### src/rtl/fetch_prefetch.sv
// Pipelined instruction fetch: owns the fetch PC, issues credit-limited requests to
// instruction memory, buffers responses in a small prefetch queue and drives IF/ID.
module fetch_prefetch #(
  parameter int               XLEN     = 32,
  parameter logic [XLEN-1:0]  RESET_PC = '0,
  parameter int               QDEPTH   = 2,
  parameter logic [XLEN-1:0]  NOP      = 32'h00000013
) (
  input  logic            clk,
  input  logic            reset,
  input  logic [1:0]      PCSrc,
  input  logic [XLEN-1:0] ALUOut,
  input  logic [XLEN-1:0] PCTarget,
  input  logic            StallD,
  input  logic            FlushD,
  output logic            imem_req_valid,
  input  logic            imem_req_ready,
  output logic [XLEN-1:0] imem_req_addr,
  input  logic            imem_rsp_valid,
  input  logic [XLEN-1:0] imem_rsp_data,
  output logic [XLEN-1:0] PCD,
  output logic [XLEN-1:0] instrD,
  output logic [XLEN-1:0] PCPlus4D,
  output logic            validD
);

  localparam int AW = (QDEPTH > 1) ? $clog2(QDEPTH) : 1;
  localparam int CW = $clog2(QDEPTH + 1);

  logic [XLEN-1:0] fpc_reg,      fpc_next;
  logic [XLEN-1:0] rsp_pc_reg,   rsp_pc_next;
  logic [AW-1:0]   head_reg,     head_next;
  logic [AW-1:0]   tail_reg,     tail_next;
  logic [CW-1:0]   count_reg,    count_next;
  logic [CW-1:0]   outst_reg,    outst_next;
  logic [CW-1:0]   drop_reg,     drop_next;
  logic [XLEN-1:0] pcd_reg,      pcd_next;
  logic [XLEN-1:0] instrd_reg,   instrd_next;
  logic [XLEN-1:0] pcplus4d_reg, pcplus4d_next;
  logic            validd_reg,   validd_next;

  logic [XLEN-1:0] q_pc    [QDEPTH];
  logic [XLEN-1:0] q_instr [QDEPTH];

  logic            redirect;
  logic [XLEN-1:0] target;
  logic [CW:0]     credit_sum;
  logic            fire;
  logic            rsp_keep;
  logic            flush;
  logic            q_empty;
  logic            pop;
  logic            bypass;
  logic            push;

  assign redirect   = (PCSrc == 2'b01) || (PCSrc == 2'b10);
  assign target     = (PCSrc == 2'b01) ? (ALUOut & ~XLEN'(1)) : PCTarget;
  // Credits cover both queued and in-flight instructions, so pushes never overflow.
  assign credit_sum = {1'b0, outst_reg} + {1'b0, count_reg};

  assign imem_req_valid = !reset && (credit_sum < (CW+1)'(QDEPTH));
  assign imem_req_addr  = fpc_reg;
  assign fire           = imem_req_valid && imem_req_ready;

  assign rsp_keep = imem_rsp_valid && (drop_reg == '0) && !redirect;
  assign flush    = FlushD || redirect;
  assign q_empty  = (count_reg == '0);
  assign pop      = !flush && !StallD && !q_empty;
  assign bypass   = !flush && !StallD && q_empty && rsp_keep;
  assign push     = rsp_keep && !bypass;

  genvar gi;
  generate
    for (gi = 0; gi < QDEPTH; gi++) begin : g_entry
      logic [XLEN-1:0] pc_reg;
      logic [XLEN-1:0] instr_reg;

      always_ff @(posedge clk) begin
        if (push && (tail_reg == AW'(gi))) begin
          pc_reg    <= rsp_pc_reg;
          instr_reg <= imem_rsp_data;
        end
      end

      assign q_pc[gi]    = pc_reg;
      assign q_instr[gi] = instr_reg;
    end
  endgenerate

  always_comb begin
    fpc_next    = fpc_reg;
    rsp_pc_next = rsp_pc_reg;
    head_next   = head_reg;
    tail_next   = tail_reg;
    count_next  = count_reg;
    outst_next  = outst_reg + CW'(fire) - CW'(imem_rsp_valid);
    drop_next   = drop_reg;

    if (redirect) begin
      fpc_next    = target;
      rsp_pc_next = target;
      head_next   = '0;
      tail_next   = '0;
      count_next  = '0;
      // Everything still in flight after this edge belongs to the old path.
      drop_next   = outst_next;
    end else begin
      if (fire)
        fpc_next = fpc_reg + XLEN'(4);
      if (rsp_keep)
        rsp_pc_next = rsp_pc_reg + XLEN'(4);
      if (imem_rsp_valid && (drop_reg != '0))
        drop_next = drop_reg - CW'(1);
      if (push)
        tail_next = tail_reg + AW'(1);
      if (pop)
        head_next = head_reg + AW'(1);
      count_next = count_reg + CW'(push) - CW'(pop);
    end
  end

  always_comb begin
    pcd_next      = pcd_reg;
    instrd_next   = instrd_reg;
    pcplus4d_next = pcplus4d_reg;
    validd_next   = validd_reg;

    if (flush) begin
      pcd_next      = '0;
      instrd_next   = NOP;
      pcplus4d_next = '0;
      validd_next   = 1'b0;
    end else if (StallD) begin
      validd_next   = validd_reg;
    end else if (pop) begin
      pcd_next      = q_pc[head_reg];
      instrd_next   = q_instr[head_reg];
      pcplus4d_next = q_pc[head_reg] + XLEN'(4);
      validd_next   = 1'b1;
    end else if (bypass) begin
      pcd_next      = rsp_pc_reg;
      instrd_next   = imem_rsp_data;
      pcplus4d_next = rsp_pc_reg + XLEN'(4);
      validd_next   = 1'b1;
    end else begin
      // Bubble keeps the last PC so the pipeline sees a stable address.
      instrd_next   = NOP;
      validd_next   = 1'b0;
    end
  end

  always_ff @(posedge clk or posedge reset) begin
    if (reset) begin
      fpc_reg      <= RESET_PC;
      rsp_pc_reg   <= RESET_PC;
      head_reg     <= '0;
      tail_reg     <= '0;
      count_reg    <= '0;
      outst_reg    <= '0;
      drop_reg     <= '0;
      pcd_reg      <= '0;
      instrd_reg   <= NOP;
      pcplus4d_reg <= '0;
      validd_reg   <= 1'b0;
    end else begin
      fpc_reg      <= fpc_next;
      rsp_pc_reg   <= rsp_pc_next;
      head_reg     <= head_next;
      tail_reg     <= tail_next;
      count_reg    <= count_next;
      outst_reg    <= outst_next;
      drop_reg     <= drop_next;
      pcd_reg      <= pcd_next;
      instrd_reg   <= instrd_next;
      pcplus4d_reg <= pcplus4d_next;
      validd_reg   <= validd_next;
    end
  end

  assign PCD      = pcd_reg;
  assign instrD   = instrd_reg;
  assign PCPlus4D = pcplus4d_reg;
  assign validD   = validd_reg;

endmodule

### config.mk
export PLATFORM = sky130hd
export DESIGN_NAME = fetch_prefetch
export DESIGN_NICKNAME = d
export VERILOG_FILES = /design/src/rtl/fetch_prefetch.sv
export SDC_FILE = /design/constraint.sdc
export NUM_CORES = 1
export LEC_CHECK = 0
export BUFFER_PORTS_ARGS = -buffer_cell sky130_fd_sc_hd__buf_4
export CORE_MARGIN = 1
export CORE_UTILIZATION = 57
export DETAILED_ROUTE_END_ITERATION = 7
export PLACE_DENSITY = 0.82
export REMOVE_ABC_BUFFERS = 1
export SLEW_MARGIN = 20
export SYNTH_ARGS = -nofsm -noshare
export SYNTH_HDL_FRONTEND = slang
export SYNTH_SLANG_ARGS = --single-unit
### constraint.sdc
create_clock -name clk -period 6.6 [get_ports clk]
set_input_delay 1.65 -clock clk [delete_from_list [all_inputs] [get_ports clk]]
set_output_delay 1.65 -clock clk [all_outputs]
set_load 0.02 [all_outputs]
==> impl_metrics.ini, run 1 <==
[setup_path]
critical-path-max-stage-delay_ps = 690
crit_fanout = 64
critical_path.slowest_cell = ha_4
cp.required_ps = 7020
cp.arrival_ps = 4260
critPathMostFrequentCell = buf_4
path_cells = buf_4 -> inv_1 -> ha_4 -> nor2b_2 -> buf_4 -> nand3_2 -> inv_1 -> buf_4 -> nor2_1 -> nand3_1 -> o21ai_0
crit_path_start_kind = primary input
setup.worst_path.class = in -> reg
critical_path_endpoint_category = register

[clock_tree]
holdBufCountCts = 0
cts_inserted_buffers = 30
clk_pin_slew_ps = 60
clk-insertion-delay-late_ps = 560
total_of_cells_resized_after_clock_tree_synthesis = 0
clock_tree_from_tritoncts = built
cts.repair_timing.setup_buffer_count = 0
number_of_buffers_on_the_longest_clock_path = 3
clock-sinks = 295
ctsHtreeMaxLevel = 1
cts.root.buffer_cell = clkbuf_16

[floorplan]
dieArea_sq_mm = 0.0256
top_level_ports = 234
core.rowCount = 57
die_width_um = 160
initial_core_util = 0.582
floorplan.core_area_sq_mm = 0.0244
chipHeight_um = 160

[pwr]
pwr_density_cell_mw_per_mm2 = 281
finalPower_mw = 4.81
ir_drop_v = 0.000209
power.leakage_nw = 7.05

[sta]
maxSlewHeadroom = 0.366
final_hold_viol_count = 0
setup_viol = 0
slew_viol_final = 0
achievable-frequency_mhz = 261
finClkSkew_ps = 14.0
max_slew.worst_pin.slew_ps = 949
grt_setup_unrepaired = no
final_min_period_over_clock_period = 0.581
post-route-min-period_ps = 3830

[yosys]
yosysSeqAreaShare = 0.565
synth_top_area_cell = dfrtp_1
synth_cells = 1281
yosysWarnings = 0
ys_seq_elements = 295
synth_top_cells_by_area = dfrtp_1 29%, edfxtp_1 27%, mux2i_1 5.7%
synth.cells.most_frequent = 164 x dfrtp_1, 128 x edfxtp_1, 117 x a21oi_1
ys_dominant_reg_cell = dfrtp_1
synth_area_per_cell_sq_um = 11.1
async_set_reset_flop_share_out_of_synthesis = 0.566
synth.lib_cells_used.distinct = 68
syn-cell-area_sq_mm = 0.0142
synth-edff-count = 128
netlist.area_leader.share = 0.289
yosysMostFrequentCell = dfrtp_1

[global_route]
first_global_vias = 11100
globalRouteOverflowTotal = 0
globalRouteTotalUtil = 0.290
grt_antenna_before_repair = 0
grt_first_pass_wirelength_um = 59000
grt_max_degree = 80

[status]
status = finished clean

[route]
route.detailed.wl_per_inst_um = 20.3
ant_nets = 0
detail_route.wirelength_um = 37100
dr_total_vias = 11300
firstDrtPassIters = 5
detail_route.vias_per_cell = 6.21
drt-initial-drc-count = 983
detail_route.drc_violations = 0

[run]
max_cap_violations = 0

[final_layout]
layout.core_utilization = 0.703
final_layout_size_suffix_gt1_frac = 0.237
fillerInstances = 1793
nNetsFinal = 1591
flow.area_growth_from_synthesis_pct = 20.8
antennaDiodeCount = 0

[placement]
gpl.final_weighted_congestion = 0.855
place.port_buffers = 232
hpwl_um = 24300

[worst_hold_path]
hold_path_class = reg -> reg
==> critical path, delay by kind of cell <==
| kind | cells | cell delay [ps] |
|---|---|---|
| adder cells (fa/ha/maj) | 1 | 690 |
| AND/OR/NAND/NOR | 4 | 650 |
| AO/OA/AOI/OAI | 1 | 90 |
| buffers and inverters | 5 | 1130 |
==> path summary, 6_finish.rpt <==
check	from	end	slack (ps)	depth (start not counted)
worst max-delay path	PCSrc[1]	PCD[1]	2770	11
worst min-delay path	PCD[15]	PCD[15]	480	2
worst max register to register	head_reg	PCPlus4D[31]	3240	7
worst min register to register	PCD[15]	PCD[15]	480	2
max in group asynchronous	reset	PCPlus4D[14]	4190	3
min in group asynchronous	reset	PCD[7]	1220	2
==> cell families (layout without fill, tap and decap cells) <==
group	Yosys count	count (layout)	synth area share
AND/OR/NAND/NOR	358	358	0.133
flip-flops	295	295	0.565
multiplexers	87	87	0.0618
adder cells (fa/ha/maj)	10	10	0.00934
XOR/XNOR	72	72	0.0444
buffers and inverters	101	321	0.0317
AO/OA/AOI/OAI	358	358	0.155
==> per-stage QoR <==
stage / TNS [ps] / cells / hold slack (ps) / setup WS, ps / instance area [sq um]
final: 0 / 1825 / 483 / 2770 / 17200
after global routing: 0 / 1825 / 505 / 2660 / 17200
after CTS: 0 / 1825 / 489 / 2800 / 17200
after detailed placement: 0 / 1769 / 470 / 2230 / 16100
after global placement: 0 / 1769 / 467 / 2270 / 16100
after floorplan: -35850 / 1199 / 464 / -1520 / 13800
==> metal layers <==
layer	share of wire	global-route usage	routed length [um]	up-vias
met1	0.41	0.397	15100	5507
met3	0.086	0.0444	3190	106
met5	0	0	0	-
met4	0.038	0.121	1410	0
li1	-	-	-	5111
met2	0.47	0.463	17400	618
==> cell type report <==
class / count / area (sq um) / area share
multi-input cells: 885 / 5780 / 0.337
inverters: 19 / 78.8 / 0.00459
flip-flops and latches: 295 / 8030 / 0.468
clock buffers: 44 / 886 / 0.0516
repair buffers: 246 / 1850 / 0.108
well taps: 324 / 405 / 0.0236
clock inverters: 12 / 131 / 0.00766
==> power breakdown <==
part           internal, mW  leakage (nW)  switching, mW  total [mW]
Combinational         0.318          3.17          0.481       0.799
Clock                  1.04         0.495          0.694        1.74
Sequential             2.09          3.38          0.189        2.28
==> placed cells by master, fill, tap and decap left out, types with 9 or more instances in the layout <==
| cell | n |
|---|---|
| a211oi_1 | 28 |
| nor2_1 | 58 |
| a31oi_1 | 13 |
| and3_1 | 31 |
| dfrtp_1 | 163 |
| nand3_1 | 45 |
| mux2i_1 | 81 |
| o221ai_1 | 13 |
| xor2_1 | 38 |
| clkbuf_16 | 32 |
| nand2_1 | 112 |
| inv_1 | 17 |
| or2_2 | 19 |
| nor3_1 | 10 |
| buf_4 | 246 |
| edfxtp_1 | 128 |
| a21oi_1 | 117 |
| nand2b_1 | 10 |
| nor2b_1 | 9 |
| xnor2_1 | 34 |
| a22oi_1 | 44 |
| o21ai_0 | 100 |
| and2_1 | 10 |
(Power assumes the default switching activity.)
==> run 2: changes to the inputs <==
==> constraint.sdc (replaced) <==
create_clock -name clk -period 3.7 [get_ports clk]
set_input_delay 0.925 -clock clk [delete_from_list [all_inputs] [get_ports clk]]
set_output_delay 0.925 -clock clk [all_outputs]
set_load 0.02 [all_outputs]
==> run 2 against run 1 <==
Die area is the same. Power is 83% higher. Combinational power rose by 83%. Largest power group unchanged. Via count shrank 0.14%. Setup slack lost 2100 ps. Register-to-register slack worse by 2300 ps. Flip-flop and latch count is the same. Cell area up 1.4%. Routed wire length up 0.61%. Clock skew shrank 3.8 ps. Critical path depth decreased by 7.
==> impl_metrics.ini, run 2 (synthesis gave the netlist of run 1 again) <==
[status]
status = finished clean

[final_layout]
most_common_cell_after_layout_fill_and_taps_aside = buf_4
most-common-layout-cells = 252 x buf_4, 163 x dfrtp_1, 128 x edfxtp_1
nNetsFinal = 1605
layout.core_utilization = 0.713
antennaDiodeCount = 0
flow.area_growth_from_synthesis_pct = 22.5
final_layout_size_suffix_gt1_frac = 0.246

[global_route]
top_usage_layer = met2
first_global_vias = 11200
grt_antenna_before_repair = 0
grt_max_degree = 105
groute.layer.met1.usage = 0.393
global_route.usage.met2 = 0.479
globalRouteOverflowTotal = 0
met3_usage = 0.0462
grt_first_pass_wirelength_um = 59100
globalRouteTotalUtil = 0.291

[pwr]
power.leakage_nw = 7.17
pwr_density_cell_mw_per_mm2 = 505
ir_drop_v = 0.000362
finalPower_mw = 8.79

[sta]
final_min_period_over_clock_period = 0.808
post-route-min-period_ps = 2990
finClkSkew_ps = 10.2
slew_viol_final = 0
setup_viol = 0
final.setup.worst_slack_ps = 710
maxSlewHeadroom = 0.390
achievable-frequency_mhz = 334
final_hold_viol_count = 0
max_slew.worst_pin.slew_ps = 907
grt_setup_unrepaired = no

[floorplan]
die_width_um = 160
chipHeight_um = 160
core.rowCount = 57
floorplan.core_area_sq_mm = 0.0244
initial_core_util = 0.582
dieArea_sq_mm = 0.0256
top_level_ports = 234

[setup_path]
cp.required_ps = 2770
reg2regPathDepth = 7
setup.worst_path.class = reg -> out
r2r_setup_slack_ps = 910
crit_path_start_kind = register
crit_fanout = 4
critical_path.reg2reg.endpoint = PCPlus4D[31]
timing.critical_path.to = imem_req_valid
worstSetupStartpoint = count_reg[0]
critical_path_endpoint_category = output port
r2r-start = head_reg
cp.arrival_ps = 2070

[clock_tree]
clock_tree_from_tritoncts = built
cts_inserted_buffers = 30
ctsHtreeMaxLevel = 1
cts.root.buffer_cell = clkbuf_16
total_of_cells_resized_after_clock_tree_synthesis = 0
clk_pin_slew_ps = 70
cts.repair_timing.setup_buffer_count = 0
clock-sinks = 295
number_of_buffers_on_the_longest_clock_path = 3
clk-insertion-delay-late_ps = 560
holdBufCountCts = 0

[placement]
dpl_worst_slack_ps = 896
place.port_buffers = 232
gpl.final_weighted_congestion = 0.855
hpwl_um = 25100

[route]
detail_route.wirelength_um = 37300
detail_route.vias_per_cell = 6.16
firstDrtPassIters = 8
drt-initial-drc-count = 1053
dr_total_vias = 11300
ant_nets = 0
route.detailed.wl_per_inst_um = 20.3
detail_route.drc_violations = 0

[worst_hold_path]
hold_path_class = in -> async

[run]
max_cap_violations = 0
-- run 2: changes by cell type in the layout (fill, tap and decap cells not counted), moves of 2 or more --
cell        before  now
buf_4          246  252
clkbuf_8         4    2
clkinvlp_4       1    3
bufinv_16        3    6
buf_12           0    8
clkbuf_1         8    6
-- run 2: how the worst min path moves through the flow --
stage,from,to,cells after the start
floorplan,rsp_pc_reg[0],g_entry[0].pc_reg[0],0
global placement,PCD[25],PCD[25],2
detailed placement,PCD[25],PCD[25],2
CTS,PCD[25],PCD[25],2
global route,rsp_pc_reg[1],g_entry[0].pc_reg[1],0
finish,reset,PCPlus4D[6],2
-- run 2: cell type report --
| type | instances | area (sq um) |
|---|---|---|
| multi-input cells | 885 | 5770 |
| clock inverters | 17 | 241 |
| well taps | 324 | 405 |
| repair buffers | 260 | 2050 |
| flip-flops and latches | 295 | 8030 |
| fillers | 1773 | 6990 |
| inverters | 19 | 78.8 |
| clock buffers | 39 | 826 |
-- run 2: per-layer routing --
metal / share of wire / wire length [um]
met1: 0.40 / 15100
met2: 0.48 / 18000
met3: 0.084 / 3120
met4: 0.029 / 1100
met5: 0 / 0
-- run 2: where the power goes --
group / internal [mW] / total [mW] / switching (mW)
Combinational: 0.595 / 1.46 / 0.863
Clock: 1.99 / 3.27 / 1.28
Sequential: 3.73 / 4.06 / 0.335
-- run 2: worst max-delay path: stages (launching register included) --
cell and delay, ps:
dfrtp_1 450, and2_1 180, fa_1 450, nor3_2 250, buf_4 180
-- run 2: stage by stage --
stage / instance area, sq um / setup TNS [ps] / cells / hold WS [ps]
global placement: 16300 / 0 / 1783 / 466
floorplan: 13800 / -736700 / 1199 / 464
global route: 17400 / 0 / 1839 / 510
detailed placement: 16300 / 0 / 1783 / 478
finish: 17400 / 0 / 1839 / 467
CTS: 17400 / 0 / 1839 / 493
==> run 3: changes to the inputs <==
--- a/config.mk
+++ b/config.mk
@@ -7,9 +7,9 @@
 export LEC_CHECK = 0
 export BUFFER_PORTS_ARGS = -buffer_cell sky130_fd_sc_hd__buf_4
 export CORE_MARGIN = 1
-export CORE_UTILIZATION = 57
+export CORE_UTILIZATION = 51
 export DETAILED_ROUTE_END_ITERATION = 7
-export PLACE_DENSITY = 0.82
+export PLACE_DENSITY = 0.77
 export REMOVE_ABC_BUFFERS = 1
 export SLEW_MARGIN = 20
 export SYNTH_ARGS = -nofsm -noshare
==> constraint.sdc (replaced) <==
create_clock -name clk -period 2.5 [get_ports clk]
set_input_delay 0.625 -clock clk [delete_from_list [all_inputs] [get_ports clk]]
set_output_delay 0.625 -clock clk [all_outputs]
set_load 0.02 [all_outputs]
==> run 3 against run 2 <==
The flow now finishes with violations (negative setup slack). Sequential power rose by 47%. Die area rose by 12%. Count of clock-buffer cells in the layout fell by 2. Clock power rose by 42%. Register-to-register slack got worse by 900 ps. Combinational power rose by 64%. Setup slack got worse by 790 ps. First-iteration DRC count fell by 23%.
==> impl_metrics.ini, run 3 (synthesis gave the netlist of run 1 again) <==
[final_layout]
flow.area_growth_from_synthesis_pct = 25.8
final_layout_size_suffix_gt1_frac = 0.271
nNetsFinal = 1649
layout.core_utilization = 0.659
antennaDiodeCount = 0
finalInstanceArea_sq_mm = 0.0179
most_common_cell_after_layout_fill_and_taps_aside = buf_4
most-common-layout-cells = 290 x buf_4, 163 x dfrtp_1, 128 x edfxtp_1

[route]
detail_route.wirelength_um = 37700
drt-initial-drc-count = 816
firstDrtPassIters = 7
dr_total_vias = 11400
detail_route.drc_violations = 0
ant_nets = 0
detail_route.vias_per_cell = 5.89
route.detailed.wl_per_inst_um = 19.5

[sta]
final_min_period_over_clock_period = 1.03
maxSlewHeadroom = 0.618
final.setup.worst_slack_ps = -83.3
slew_viol_final = 0
finClkSkew_ps = 11.0
post-route-min-period_ps = 2580
achievable-frequency_mhz = 387
grt_setup_unrepaired = yes
max_slew.worst_pin.slew_ps = 573
final_hold_viol_count = 0
setup_viol = 1

[pwr]
power.leakage_nw = 7.41
ir_drop_v = 0.000582
pwr_density_cell_mw_per_mm2 = 727

[global_route]
globalRouteTotalUtil = 0.265
first_global_vias = 11300
grt_antenna_before_repair = 0
grt_max_degree = 78
globalRouteOverflowTotal = 0
global_route.usage.met2 = 0.437
top_usage_layer = met2
groute.layer.met1.usage = 0.354
met3_usage = 0.0400
grt_first_pass_wirelength_um = 59300

[placement]
hpwl_um = 26100
gpl.final_weighted_congestion = 0.858
placement.cell_area_sq_mm = 0.0168
place.port_buffers = 232

[setup_path]
critical_path_endpoint_category = output port
cp.arrival_ps = 1960
setup.worst_path.class = reg -> out
cp.required_ps = 1880
crit_fanout = 2
crit_path_start_kind = register
r2r_setup_slack_ps = 10

[clock_tree]
clock-sinks = 295
clk_pin_slew_ps = 60
number_of_buffers_on_the_longest_clock_path = 3
ctsHtreeMaxLevel = 1
cts_inserted_buffers = 30
cts.root.buffer_cell = clkbuf_16
clk-insertion-delay-late_ps = 550
clock_tree_from_tritoncts = built

[floorplan]
dieArea_sq_mm = 0.0285
die_width_um = 169
top_level_ports = 234
floorplan.core_area_sq_mm = 0.0271
core.rowCount = 60
chipHeight_um = 169
initial_core_util = 0.524

[run]
max_cap_violations = 0

[status]
violations = negative setup slack
status = complete, but fails checks

[worst_hold_path]
hold_path_class = in -> async
## run 3: repair_timing
item,4_1_cts,5_1_grt
resized for setup,2,11
setup buffers,1,1
pin swaps,3,8
hold buffers,0,0
setup endpoints to repair,9,14
## run 3: worst max-delay path, cell delays in order, from the launching register on
cell and delay, ps:
dfrtp_1 380, and2_4 160, fa_1 460, nor3_2 160
buf_4 140, buf_6 100
## run 3: power breakdown
group          switching, mW  internal, mW
clock network           1.83          2.80
logic                   1.38          1.02
registers              0.455          5.51
total                   3.66          9.34
## run 3: metal layers
metal  routed length, um  vias to the layer above
met4                1190                        0
li1                    -                     5219
met2               17800                      572
met1               15800                     5483
met3                2980                       94
met5                   0                        -
## run 3: path summary, 6_finish.rpt
kind | from | to | cells after the start
min in group clk | imem_rsp_data[22] | g_entry[1].instr_reg[22] | 1
max reg2reg | outst_reg[0] | drop_reg[1] | 12
max in group asynchronous | reset | instrD[1] | 3
min | reset | outst_reg[0] | 2
min reg2reg | PCD[14] | PCD[14] | 2
max | outst_reg[0] | imem_req_valid | 5
## run 3: area by class of cell
class / count / area [sq um]
fillers: 2052 / 9230
flip-flops and latches: 295 / 8030
multi-input cells: 885 / 5820
repair buffers: 304 / 2450
clock buffers: 37 / 808
well taps: 372 / 465
clock inverters: 19 / 220
inverters: 19 / 78.8
## run 3: stage by stage
step                      hold slack [ps]  worst slack (ps)  power [mW]   TNS, ps  cells
after CTS                             119             -87.5        13.0      -135   1930
final                                 109             -83.3        13.0     -83.3   1931
after detailed placement              474             -83.6        8.37      -222   1873
after floorplan                       464             -4590        7.25  -1130980   1199
after global routing                  136              -164        13.5      -500   1931
after global placement                465             -29.4        8.29     -79.0   1873
